`config.mk`:
```
export PLATFORM = sky130hd
export DESIGN_NAME = disp_scan_ctrl
export DESIGN_NICKNAME = d
export VERILOG_FILES = /design/src/rtl/disp_scan_ctrl.sv
export SDC_FILE = /design/constraint.sdc
export NUM_CORES = 1
export LEC_CHECK = 0
export CAP_MARGIN = 20
export CELL_PAD_IN_SITES_DETAIL_PLACEMENT = 0
export CELL_PAD_IN_SITES_GLOBAL_PLACEMENT = 2
export CORE_ASPECT_RATIO = 0.5
export CORE_UTILIZATION = 32
export DETAILED_ROUTE_END_ITERATION = 7
export GPL_ROUTABILITY_DRIVEN = 0
export MAX_ROUTING_LAYER = met4
export PLACE_DENSITY = 0.93
export SLEW_MARGIN = 15
export SYNTH_ARGS = -nofsm -noshare
export SYNTH_HDL_FRONTEND = slang
export SYNTH_SLANG_ARGS = --single-unit
```
`constraint.sdc`:
```
create_clock -name clk -period 3.1 [get_ports clk]
set_input_delay 0.31 -clock clk [delete_from_list [all_inputs] [get_ports clk]]
set_output_delay 0.31 -clock clk [all_outputs]
set_load 0.01 [all_outputs]
```
`src/rtl/disp_scan_ctrl.sv`:
```
// disp_scan_ctrl: scan scheduler for a time-multiplexed seven-segment display.
// Each digit slot is DIV cycles long. The first BLANK cycles of a slot keep all
// anodes dark, which prevents ghosting. The remaining cycles drive the selected anode.
// At a frame boundary the scan can be frozen (HOLD) so the display data can be updated.
// Optional feature macro: DISP_BRIGHTNESS_PWM_EN adds a 4-bit duty input and
// PWM-gates the anode during the drive phase.
// Handshake: upd_req is a level request, sampled only on the frame_tick cycle.
// upd_ack is high for exactly the cycles in which the scan is frozen. The
// requester keeps upd_req high for as long as it needs the freeze.
module disp_scan_ctrl #(
    parameter int NUM_DIGITS = 8,
    parameter int DIV        = 125000,
    parameter int BLANK      = 1000
) (
    input  logic                          clk,
    input  logic                          reset,
    input  logic [NUM_DIGITS-1:0]         en_mask,
    input  logic                          upd_req,
`ifdef DISP_BRIGHTNESS_PWM_EN
    input  logic [3:0]                    duty,
`endif
    output logic                          upd_ack,
    output logic [$clog2(NUM_DIGITS)-1:0] sel,
    output logic [NUM_DIGITS-1:0]         an,
    output logic                          slot_tick,
    output logic                          frame_tick,
    output logic [1:0]                    dbg_state,
    output logic [$clog2(DIV)-1:0]        dbg_cnt
);

    localparam int SW = $clog2(NUM_DIGITS);
    localparam int CW = $clog2(DIV);

    localparam logic [CW-1:0] CNT_LAST  = CW'(DIV - 1);
    localparam logic [CW-1:0] BLANK_END = CW'(BLANK);
    localparam logic [SW-1:0] SEL_LAST  = SW'(NUM_DIGITS - 1);

    // Elaboration-time parameter checks
    if (BLANK < 1 || BLANK >= DIV) begin : g_bad_blank
        $error("disp_scan_ctrl: BLANK must satisfy 1 <= BLANK < DIV");
    end
    if (DIV < 4 || DIV > (1 << 24)) begin : g_bad_div
        $error("disp_scan_ctrl: DIV must be within 4..2^24");
    end
    if (NUM_DIGITS < 2) begin : g_bad_digits
        $error("disp_scan_ctrl: NUM_DIGITS must be at least 2");
    end

    typedef enum logic [1:0] {
        ST_BLANK = 2'd0,
        ST_DRIVE = 2'd1,
        ST_HOLD  = 2'd2
    } state_e;

    state_e                state_q, state_d;
    logic [CW-1:0]         cnt_q, cnt_d;
    logic [SW-1:0]         sel_q, sel_d;

    logic [NUM_DIGITS-1:0] an_q, an_d;
    logic                  upd_ack_q, upd_ack_d;
    logic                  slot_tick_q, slot_tick_d;
    logic                  frame_tick_q, frame_tick_d;

`ifdef DISP_BRIGHTNESS_PWM_EN
    logic [3:0]            pwm_q, pwm_d;
    logic [3:0]            duty_q, duty_d;
`endif

    // State register: slot counter, digit index and scan phase
    always_ff @(posedge clk) begin
        if (reset) begin
            state_q <= ST_BLANK;
            cnt_q   <= '0;
            sel_q   <= '0;
`ifdef DISP_BRIGHTNESS_PWM_EN
            pwm_q   <= '0;
            duty_q  <= duty;
`endif
        end else begin
            state_q <= state_d;
            cnt_q   <= cnt_d;
            sel_q   <= sel_d;
`ifdef DISP_BRIGHTNESS_PWM_EN
            pwm_q   <= pwm_d;
            duty_q  <= duty_d;
`endif
        end
    end

    // Next-state logic: advance within the slot, step digits, freeze at frame end
    always_comb begin
        state_d = state_q;
        cnt_d   = cnt_q;
        sel_d   = sel_q;
        if (state_q == ST_HOLD) begin
            cnt_d = '0;
            sel_d = '0;
            if (!upd_req) begin
                state_d = ST_BLANK;
            end
        end else if (cnt_q == CNT_LAST) begin
            cnt_d   = '0;
            state_d = ST_BLANK;
            if (sel_q == SEL_LAST) begin
                sel_d = '0;
                if (upd_req) begin
                    state_d = ST_HOLD;
                end
            end else begin
                sel_d = sel_q + SW'(1);
            end
        end else begin
            cnt_d   = cnt_q + CW'(1);
            state_d = (cnt_d >= BLANK_END) ? ST_DRIVE : ST_BLANK;
        end
    end

    // Output logic: outputs are computed from the next state so the registered
    // outputs line up with the cycle the state describes
    always_comb begin
        an_d         = '1;
        upd_ack_d    = (state_d == ST_HOLD);
        slot_tick_d  = (state_d != ST_HOLD) && (cnt_d == CNT_LAST);
        frame_tick_d = slot_tick_d && (sel_d == SEL_LAST);
`ifdef DISP_BRIGHTNESS_PWM_EN
        // The PWM phase restarts at the first drive cycle of each slot.
        // Duty is latched whenever a slot (or a hold cycle) begins.
        pwm_d  = '0;
        duty_d = (cnt_d == '0) ? duty : duty_q;
        if (state_d == ST_DRIVE && state_q == ST_DRIVE) begin
            pwm_d = pwm_q + 4'd1;
        end
        if (state_d == ST_DRIVE && en_mask[sel_d] && (pwm_d < duty_d)) begin
            an_d[sel_d] = 1'b0;
        end
`else
        if (state_d == ST_DRIVE && en_mask[sel_d]) begin
            an_d[sel_d] = 1'b0;
        end
`endif
    end

    // Output registers
    always_ff @(posedge clk) begin
        if (reset) begin
            an_q         <= '1;
            upd_ack_q    <= 1'b0;
            slot_tick_q  <= 1'b0;
            frame_tick_q <= 1'b0;
        end else begin
            an_q         <= an_d;
            upd_ack_q    <= upd_ack_d;
            slot_tick_q  <= slot_tick_d;
            frame_tick_q <= frame_tick_d;
        end
    end

    assign an         = an_q;
    assign upd_ack    = upd_ack_q;
    assign slot_tick  = slot_tick_q;
    assign frame_tick = frame_tick_q;
    assign sel        = sel_q;
    assign dbg_state  = state_q;
    assign dbg_cnt    = cnt_q;

endmodule

```
======== Word-level counts from Yosys, hierarchy flattened ========
Cells that the tools add are included.
word-level totals
  register bits after elaboration ......... 33
  output and inout bits ................... 33
  word-level logic and storage cells ...... 42
  bits of input ports ..................... 11
operators by class
  mux-type cells .......................... 15
  bitwise gates (word level) .............. 2
  reduce and logical (&&, ||, !) cells .... 5
  $lt $le $gt $ge ......................... 3
  add/subtract/negate cells ............... 2
  equal/unequal tests ..................... 8
operators with widths
  kind                                                                                   number
  17-bit equality test, second input constant                                            2
  17-bit 2-to-1 mux                                                                      2
  17-bit by 1-bit adder with 17-bit output, second input constant                        1
  17-bit by 10-bit greater-or-equal comparator with 1-bit output, second input constant  1
  2-bit 2-to-1 mux                                                                       5
  3-bit 2-to-1 mux                                                                       3
  8-bit NOT                                                                              1
  3-bit equality test, second input constant                                             2
  2-bit equality test, second input constant                                             2
  1-bit logical AND                                                                      4
  3-bit by 4-bit less-than comparator with 1-bit output, second input constant           1
  3-bit by 1-bit adder with 3-bit output, second input constant                          1
  1-bit binary-select mux with 3-bit select                                              1
  1-bit demux with 3-bit select                                                          1
  3-bit by 1-bit greater-or-equal comparator with 1-bit output, second input constant    1
  1-bit 2-to-1 mux                                                                       3
  2-bit by 1-bit equality test with 1-bit output, second input constant                  1
  2-bit inequality test, second input constant                                           1
  2-bit OR reduction                                                                     1
  1-bit NOT                                                                              1

======== Logic depth before layout (Yosys ltp) ========
Gate-level depths: netlist (run 1).
  depth after elaboration ................. 9
  depth in mapped cells ................... 9
  gate-level depth less buffers ........... 8

======== Worst setup path before layout (run 1) ========
No wires, ideal clock.
  path type ............................... register to register
  from .................................... register cnt_q[0] (netlist: dbg_cnt[0])
  to ...................................... register an_q[4] (netlist: an[4])
  path buffers ............................ 2
  library setup time ...................... 0.137 ns
  data arrival time ....................... 2.031 ns
  cell stages (with the launch flop) ...... 10
  path slack .............................. 0.932 ns
  cells stage by stage .................... dfxtp_1 ha_1 nand3_4 nor4_4 and2_1 buf_4 buf_6 nor2_1 a21oi_1 o2111ai_1
between the ends
  longest elaborated chain between the ends .. 9
  elaborated cells between the ends (all ways) .. 20
  classes of those cells .................. 1 x add/sub; 3 x order compare; 2 x eq/ne; 9 x mux; 2 x bitwise; 3 x reduce/logical
ends and longest elaborated chain
  element                                                         line  source
  start: declaration                                              56    logic [CW-1:0] cnt_q, cnt_d;
  start signal: assignment                                        81    cnt_q <= cnt_d;
  17-bit by 1-bit adder with 17-bit output                        113   cnt_d = cnt_q + CW'(1);
  17-bit by 10-bit greater-or-equal comparator with 1-bit output  114   state_d = (cnt_d >= BLANK_END) ? ST_DRIVE : ST_BLANK;
  1-bit 2-to-1 mux                                                114
  2-bit 2-to-1 mux                                                101   end else if (cnt_q == CNT_LAST) begin
  2-bit 2-to-1 mux                                                95    if (state_q == ST_HOLD) begin
  2-bit by 1-bit equality test with 1-bit output                  137   if (state_d == ST_DRIVE && en_mask[sel_d]) begin
  1-bit logical AND                                               137
  1-bit NOT (no line)                                             n/a
  2-bit OR reduction (no line)                                    n/a
  end signal: assignment                                          151   an_q <= an_d;
  end: declaration                                                59    logic [NUM_DIGITS-1:0] an_q, an_d;
Parallel ways exist; a longest one is shown, timed or not. The select of a mux whose other input is x is not followed.
A chain may end at the register's enable or synchronous reset.

======== Final worst setup path (run 1) ========
Same ends and word-level chain as after synthesis.

==> run_summary.xml, run 1 <==
<?xml version="1.0" encoding="UTF-8"?>
<metrics>
  <group name="place">
    <metric name="dp_hpwl" unit="mm">3.28</metric>
    <metric name="port_buffers" unit="">43</metric>
  </group>
  <group name="logic_synthesis">
    <metric name="post_synth_num_cell_types" unit="">53</metric>
    <metric name="synthDominantCellAreaShare" unit="%">35.9</metric>
    <metric name="synth.ff_latch_count" unit="">33</metric>
    <metric name="postSynthAreaPerCell" unit="um2">9.20</metric>
    <metric name="synthTopCellsByArea" unit="">dfxtp_1 36%, xnor2_1 4.3%, nor2_1 3.9%</metric>
    <metric name="yosys_warnings" unit="">0</metric>
    <metric name="synth.yosys.seq_area_share" unit="%">35.9</metric>
    <metric name="synth-edff-count" unit="">0</metric>
    <metric name="synth_area_leader_cell" unit="">dfxtp_1</metric>
    <metric name="synth_top_flop_cell" unit="">dfxtp_1</metric>
    <metric name="synthesis.nets" unit="">215</metric>
    <metric name="synthCells" unit="">200</metric>
    <metric name="post_synth_instance_area" unit="mm2">0.00184</metric>
    <metric name="asyncSetResetFlopFracSynth" unit="%">0</metric>
  </group>
  <group name="run_status">
    <metric name="result_of_the_run" unit="">finished clean</metric>
  </group>
  <group name="critical_path">
    <metric name="ff2ff_path_depth" unit="">8</metric>
    <metric name="worst-endpoint-required" unit="ns">3.25</metric>
    <metric name="worstSetupStartpointType" unit="">flop</metric>
    <metric name="timing.critical_path.to_type" unit="">flop</metric>
    <metric name="regToRegSetupSlack" unit="ns">0.62</metric>
    <metric name="rr_startpoint" unit="">dbg_cnt[0]</metric>
    <metric name="max_fo_critical_path" unit="">13</metric>
    <metric name="critical_path_class" unit="">reg -&gt; reg</metric>
    <metric name="regToRegEndpoint" unit="">an[4]</metric>
    <metric name="timing.critical_path.arrival" unit="ns">2.62</metric>
  </group>
  <group name="floorplanning">
    <metric name="placeableCoreArea" unit="mm2">0.00552</metric>
    <metric name="placement_rows" unit="">19</metric>
    <metric name="ios" unit="">44</metric>
    <metric name="die_x" unit="um">109</metric>
    <metric name="die_height" unit="um">55.6</metric>
    <metric name="initial_core_utilization" unit="%">33.3</metric>
    <metric name="floorplan.die_area" unit="mm2">0.00607</metric>
  </group>
  <group name="hold_path">
    <metric name="worstHoldPathCells" unit="">1</metric>
    <metric name="terminating_pin_of_the_worst_hold_path" unit="">dbg_cnt[0]</metric>
    <metric name="hold_class" unit="">reg -&gt; reg</metric>
    <metric name="hold_path_startpoint" unit="">dbg_cnt[0]</metric>
  </group>
  <group name="power">
    <metric name="power_per_cell_area" unit="mW/mm2">432</metric>
    <metric name="power_spent_charging_and_discharging_nets" unit="W">0.000204</metric>
    <metric name="power.ir.vdd_worst" unit="V">0.000188</metric>
    <metric name="pwr-share-seq" unit="%">41.0</metric>
    <metric name="internal_power" unit="W">0.000853</metric>
    <metric name="power.total" unit="W">0.00106</metric>
    <metric name="power_leakage" unit="nW">0.809</metric>
    <metric name="pwr-share-comb" unit="%">3.9</metric>
    <metric name="pwr-share-clk" unit="%">55.1</metric>
    <metric name="power.switching_fraction" unit="%">19.3</metric>
  </group>
  <group name="drt">
    <metric name="routed_length_per_placed_instance" unit="um">14.1</metric>
    <metric name="met2_length" unit="mm">2.02</metric>
    <metric name="met3_wirelength" unit="um">228</metric>
    <metric name="drtIter0Drc" unit="">58</metric>
    <metric name="vias_per_cell" unit="">5.12</metric>
    <metric name="routed_wl" unit="mm">4.45</metric>
    <metric name="firstDrtPassIters" unit="">6</metric>
    <metric name="wl_met1" unit="mm">2.16</metric>
    <metric name="post-route-drc-count" unit="">0</metric>
    <metric name="highest_layer" unit="">met4</metric>
    <metric name="route.vias.total" unit="">1617</metric>
    <metric name="route.antenna.remaining_nets" unit="">0</metric>
  </group>
  <group name="cts">
    <metric name="total_number_of_h_tree_levels" unit="">2</metric>
    <metric name="cts_hold_buf" unit="">0</metric>
    <metric name="cts.reportedPaths.clkPinSlew" unit="ns">0.05</metric>
    <metric name="cts_root_buffer" unit="">clkbuf_16</metric>
    <metric name="sink_count" unit="">33</metric>
    <metric name="num_cts_buffers" unit="">5</metric>
    <metric name="worst_skew_pair.late_latency" unit="ns">0.28</metric>
    <metric name="clk_path_buf_depth" unit="">2</metric>
    <metric name="postCtsSetupBuffers" unit="">0</metric>
    <metric name="tritoncts" unit="">yes</metric>
    <metric name="cts_resized" unit="">0</metric>
  </group>
  <group name="cells_and_area">
    <metric name="area.growth.synth_to_final" unit="%">32.9</metric>
    <metric name="antenna-diode-count" unit="">0</metric>
    <metric name="drive_gt1_share" unit="%">11.5</metric>
    <metric name="fin_nets" unit="">257</metric>
  </group>
  <group name="sta">
    <metric name="fin_skew" unit="ns">0.00365</metric>
    <metric name="final_max_slew_viol_count" unit="">0</metric>
    <metric name="timing.final.setup_violations" unit="">0</metric>
    <metric name="max_freq" unit="MHz">404</metric>
    <metric name="headroom_to_the_max_slew_limit" unit="%">67.9</metric>
    <metric name="timing.final.crit_period" unit="ns">2.48</metric>
    <metric name="min_period_over_period" unit="%">79.9</metric>
    <metric name="rsz_0062_raised_after_global_routing" unit="">no</metric>
    <metric name="worst_slew_pin_slew" unit="ns">0.478</metric>
    <metric name="hold_viol" unit="">0</metric>
    <metric name="fin_tns_setup" unit="ns">0</metric>
  </group>
  <group name="global_routing">
    <metric name="globalRoute.totalOverflow" unit="">0</metric>
    <metric name="gr-usage-all-layers" unit="%">16.4</metric>
    <metric name="grt_start_max_net_pins" unit="">14</metric>
    <metric name="grt_pass1_vias" unit="">1488</metric>
    <metric name="antenna_found_initial" unit="">0</metric>
    <metric name="grt_first_pass_wirelength" unit="mm">7.40</metric>
  </group>
  <group name="job">
    <metric name="timing.max_cap.violations" unit="">0</metric>
  </group>
</metrics>
[cells in the final DEF, fill, tap and decap left out, drive strengths merged, types with 5 or more instances in the layout]
cell           synthesis  final
a21oi                 10     10
and2                   6      6
buf                    8      5
clkbuf                 5      7
clkdlybuf4s50          0     43
dfxtp                 33     33
nand2                 12     12
nand3                 14     14
nand4                 11     11
nor2                  21     21
nor3                  11     11
nor4                   7      7
xnor2                  9      9
xor2                   6      6
[kinds of logic (layout without fill, tap and decap cells)]
| kind of cell | after synthesis | count (layout) | share of synthesized area, % |
|---|---|---|---|
| AOI/OAI and AO/OA | 30 | 30 | 12.4 |
| xor gates and xnor gates | 15 | 15 | 7.14 |
| adders and majority gates | 4 | 4 | 2.72 |
| buffers and inverters | 17 | 60 | 7.69 |
| DFF | 33 | 33 | 35.9 |
| muxes | 2 | 2 | 1.09 |
| and+or+nand+nor | 99 | 99 | 33.1 |
[critical path: stages, from the launching register on]
cell	delay, ns
dfxtp_1	0.42
ha_1	0.36
nand3_4	0.16
nor4_4	0.51
and2_1	0.21
buf_4	0.20
o211ai_1	0.14
a21boi_2	0.22
o2111ai_1	0.13
[stage by stage]
stage / instances / util [%] / setup WS, ns / hold WS, ns / cell area (um2)
5_1_grt: 316 / 44.3 / 0.416 / 0.535 / 2440
3_3_place_gp: 308 / 41.2 / 0.746 / 0.481 / 2270
3_5_place_dp: 308 / 41.2 / 0.658 / 0.506 / 2270
6_report: 316 / 44.3 / 0.624 / 0.506 / 2440
4_1_cts: 316 / 44.3 / 0.636 / 0.518 / 2440
2_1_floorplan: 200 / - / 0.932 / 0.384 / 1840
[layout make-up]
cell class              instances  area [um2]
repair buffers                 48         468
flip-flops and latches         33         661
fillers                       546        3070
well taps                      73        91.3
inverters                       4        15.0
clock inverters                 1        30.0
multi-input cells             150        1040
clock buffers                   7         143
[layer usage]
metal	vias up	track usage [%]
met3	6	4.22
met5	-	-
li1	815	-
met2	34	24.1
met4	0	5.71
met1	762	22.0
[worst max-delay path by stage]
stage | from | end | slack, ns | depth (start not counted)
floorplan | dbg_cnt[0] | an[4] | 0.93 | 9
global placement | dbg_cnt[0] | an[4] | 0.75 | 8
detailed placement | dbg_cnt[0] | an[4] | 0.66 | 8
CTS | dbg_cnt[0] | an[4] | 0.64 | 8
global route | dbg_cnt[0] | an[4] | 0.42 | 8
finish | dbg_cnt[0] | an[4] | 0.62 | 8
[state kept, by name (all words and copies together), names as in the netlist]
signal,cells
frame_tick,1
slot_tick,1
an,8
dbg_cnt,17
upd_ack,1
sel,3
dbg_state,2
[synth_stat cells, types with 6 or more instances]
library cell and count:
nand2_1 12, nor3_1 9, nand3_1 13, xnor2_1 9, dfxtp_1 33, nor2_1 19
nor4_1 6, a21oi_1 9, xor2_1 6, nand4_1 11, and2_1 6
[power groups by stage]
stage	Clock (W)	Combinational (W)	Sequential, W
2_1_floorplan	0	0.0000175	0.000443
4_1_cts	0.000585	0.0000416	0.000433
3_5_place_dp	0	0.0000413	0.000442
5_1_grt	0.000607	0.0000451	0.000434
3_3_place_gp	0	0.0000414	0.000442
6_report	0.000582	0.0000414	0.000433
Note: power is estimated with default switching activity, not from simulation.
==> inputs of run 2 (changes only) <==
--- a/config.mk
+++ b/config.mk
@@ -9,11 +9,11 @@
 export CELL_PAD_IN_SITES_DETAIL_PLACEMENT = 0
 export CELL_PAD_IN_SITES_GLOBAL_PLACEMENT = 2
 export CORE_ASPECT_RATIO = 0.5
-export CORE_UTILIZATION = 32
+export CORE_UTILIZATION = 29
 export DETAILED_ROUTE_END_ITERATION = 7
 export GPL_ROUTABILITY_DRIVEN = 0
 export MAX_ROUTING_LAYER = met4
-export PLACE_DENSITY = 0.93
+export PLACE_DENSITY = 0.86
 export SLEW_MARGIN = 15
 export SYNTH_ARGS = -nofsm -noshare
 export SYNTH_HDL_FRONTEND = slang
==> constraint.sdc (replaced) <==
create_clock -name clk -period 2.6 [get_ports clk]
set_input_delay 0.26 -clock clk [delete_from_list [all_inputs] [get_ports clk]]
set_output_delay 0.26 -clock clk [all_outputs]
set_load 0.01 [all_outputs]
==> run_summary.xml, run 2 (same netlist as run 1, synthesis figures left out) <==
<?xml version="1.0" encoding="UTF-8"?>
<metrics>
  <group name="cts">
    <metric name="sink_count" unit="">33</metric>
    <metric name="worst_skew_pair.late_latency" unit="ns">0.27</metric>
    <metric name="cts_root_buffer" unit="">clkbuf_16</metric>
    <metric name="postCtsSetupBuffers" unit="">0</metric>
    <metric name="cts_hold_buf" unit="">0</metric>
    <metric name="cts.reportedPaths.clkPinSlew" unit="ns">0.05</metric>
    <metric name="num_cts_buffers" unit="">5</metric>
    <metric name="clk_path_buf_depth" unit="">2</metric>
    <metric name="total_number_of_h_tree_levels" unit="">2</metric>
    <metric name="tritoncts" unit="">yes</metric>
    <metric name="cts_resized" unit="">0</metric>
  </group>
  <group name="run_status">
    <metric name="result_of_the_run" unit="">finished clean</metric>
  </group>
  <group name="cells_and_area">
    <metric name="multiInputGateArea" unit="mm2">0.00104</metric>
    <metric name="drive_gt1_share" unit="%">12.6</metric>
    <metric name="fin_nets" unit="">260</metric>
    <metric name="sequential_cell_area" unit="um2">661</metric>
    <metric name="mostFrequentLayoutCell" unit="">clkdlybuf4s50_1</metric>
    <metric name="layout_common_cells" unit="">43 x clkdlybuf4s50_1, 33 x dfxtp_1, 19 x nor2_1</metric>
    <metric name="area.growth.synth_to_final" unit="%">35.2</metric>
    <metric name="largest_register_ffs" unit="">17</metric>
    <metric name="antenna-diode-count" unit="">0</metric>
    <metric name="fill_cells" unit="">635</metric>
  </group>
  <group name="critical_path">
    <metric name="max_fo_critical_path" unit="">7</metric>
    <metric name="critical_path_class" unit="">reg -&gt; reg</metric>
    <metric name="ff2ff_path_depth" unit="">7</metric>
    <metric name="timing.critical_path.arrival" unit="ns">2.53</metric>
    <metric name="regToRegSetupSlack" unit="ns">0.20</metric>
    <metric name="timing.critical_path.to_type" unit="">flop</metric>
    <metric name="worst-endpoint-required" unit="ns">2.73</metric>
    <metric name="worstSetupStartpointType" unit="">flop</metric>
    <metric name="regToRegEndpoint" unit="">an[7]</metric>
    <metric name="rr_startpoint" unit="">dbg_cnt[0]</metric>
  </group>
  <group name="power">
    <metric name="pwr-share-seq" unit="%">41.6</metric>
    <metric name="power.ir.vdd_worst" unit="V">0.000245</metric>
    <metric name="power.total" unit="W">0.00124</metric>
    <metric name="internal_power" unit="W">0.00102</metric>
    <metric name="pwr-share-comb" unit="%">4.1</metric>
    <metric name="power_per_cell_area" unit="mW/mm2">500</metric>
    <metric name="power_spent_charging_and_discharging_nets" unit="W">0.000227</metric>
    <metric name="pwr-share-clk" unit="%">54.3</metric>
    <metric name="power_leakage" unit="nW">0.825</metric>
    <metric name="power.switching_fraction" unit="%">18.2</metric>
  </group>
  <group name="floorplanning">
    <metric name="floorplan.die_area" unit="mm2">0.00668</metric>
    <metric name="initial_core_utilization" unit="%">30.1</metric>
    <metric name="die_x" unit="um">115</metric>
    <metric name="placeableCoreArea" unit="mm2">0.00611</metric>
    <metric name="placement_rows" unit="">20</metric>
    <metric name="die_height" unit="um">58.3</metric>
    <metric name="ios" unit="">44</metric>
  </group>
  <group name="global_routing">
    <metric name="antenna_found_initial" unit="">0</metric>
    <metric name="grt_first_pass_wirelength" unit="mm">7.50</metric>
    <metric name="grt_pass1_vias" unit="">1471</metric>
    <metric name="gr-usage-all-layers" unit="%">15.0</metric>
    <metric name="globalRoute.totalOverflow" unit="">0</metric>
    <metric name="grt_start_max_net_pins" unit="">12</metric>
  </group>
  <group name="drt">
    <metric name="drtIter0Drc" unit="">58</metric>
    <metric name="routed_wl" unit="mm">4.54</metric>
    <metric name="routed_length_per_placed_instance" unit="um">13.6</metric>
    <metric name="post-route-drc-count" unit="">0</metric>
    <metric name="firstDrtPassIters" unit="">4</metric>
    <metric name="route.antenna.remaining_nets" unit="">0</metric>
    <metric name="vias_per_cell" unit="">4.77</metric>
    <metric name="route.vias.total" unit="">1594</metric>
  </group>
  <group name="sta">
    <metric name="fin_tns_setup" unit="ns">0</metric>
    <metric name="timing.final.setup_violations" unit="">0</metric>
    <metric name="rsz_0062_raised_after_global_routing" unit="">no</metric>
    <metric name="final_max_slew_viol_count" unit="">0</metric>
    <metric name="max_freq" unit="MHz">416</metric>
    <metric name="timing.final.crit_period" unit="ns">2.40</metric>
    <metric name="headroom_to_the_max_slew_limit" unit="%">70.9</metric>
    <metric name="fin_skew" unit="ns">0.00507</metric>
    <metric name="worst_slew_pin_slew" unit="ns">0.433</metric>
    <metric name="min_period_over_period" unit="%">92.4</metric>
    <metric name="hold_viol" unit="">0</metric>
  </group>
  <group name="place">
    <metric name="port_buffers" unit="">43</metric>
    <metric name="dp_hpwl" unit="mm">3.48</metric>
  </group>
  <group name="job">
    <metric name="timing.max_cap.violations" unit="">0</metric>
  </group>
  <group name="hold_path">
    <metric name="worstHoldPathCells" unit="">2</metric>
    <metric name="hold_class" unit="">in -&gt; reg</metric>
    <metric name="terminating_pin_of_the_worst_hold_path" unit="">an[1]</metric>
    <metric name="hold_path_startpoint" unit="">en_mask[1]</metric>
  </group>
</metrics>
-- run 2: per-layer routing --
layer  global-route usage [%]  routed length, um  vias to the layer above
li1                         -                  -                      817
met1                     21.1               2380                      748
met2                     21.3               1980                       27
met3                     4.63                153                        2
met4                     2.78                 25                        0
met5                        -                  0                        -
-- run 2: critical path, stage by stage, from the launching register on --
cell and delay [ns]:
dfxtp_1 0.44, ha_1 0.35, nand3_4 0.16, nor3_2 0.36
nor3_1 0.09, o311a_1 0.44, a21oi_4 0.28, o2111ai_1 0.13
-- run 2: cell type report --
class / instances / area share, %
flip-flops and latches: 33 / 26.6
well taps: 88 / 4.43
multi-input cells: 150 / 41.7
inverters: 4 / 0.604
repair buffers: 51 / 19.7
clock buffers: 7 / 5.74
clock inverters: 1 / 1.21
-- run 2: how the worst max path moves through the flow --
stage                          start         end  slack [ns]  cells past startpoint
final                     dbg_cnt[0]       an[7]        0.20                      7
after CTS                 dbg_cnt[0]       an[7]        0.19                      7
after global placement    dbg_cnt[0]       an[7]        0.29                      7
after floorplan           dbg_cnt[0]       an[4]        0.43                      9
after detailed placement  dbg_cnt[0]       an[7]        0.21                      7
after global routing      dbg_cnt[0]  frame_tick       0.003                      8
-- run 2: power by group through the flow --
stage | Combinational (W) | Sequential [W] | Clock (W)
6_report | 0.0000506 | 0.000518 | 0.000676
5_1_grt | 0.0000546 | 0.000518 | 0.000727
4_1_cts | 0.0000508 | 0.000517 | 0.000692
3_5_place_dp | 0.0000506 | 0.000528 | 0
3_3_place_gp | 0.0000504 | 0.000527 | 0
2_1_floorplan | 0.0000209 | 0.000528 | 0
-- run 2: metrics by stage --
step | area (um2) | hold slack, ns | utilization, % | cells | setup WS [ns]
floorplan | 1840 | 0.334 | - | 200 | 0.432
global placement | 2310 | 0.479 | 37.9 | 326 | 0.286
detailed placement | 2310 | 0.503 | 37.9 | 326 | 0.205
CTS | 2490 | 0.491 | 40.7 | 334 | 0.194
global route | 2490 | 0.487 | 40.7 | 334 | 0.00257
finish | 2490 | 0.485 | 40.7 | 334 | 0.198
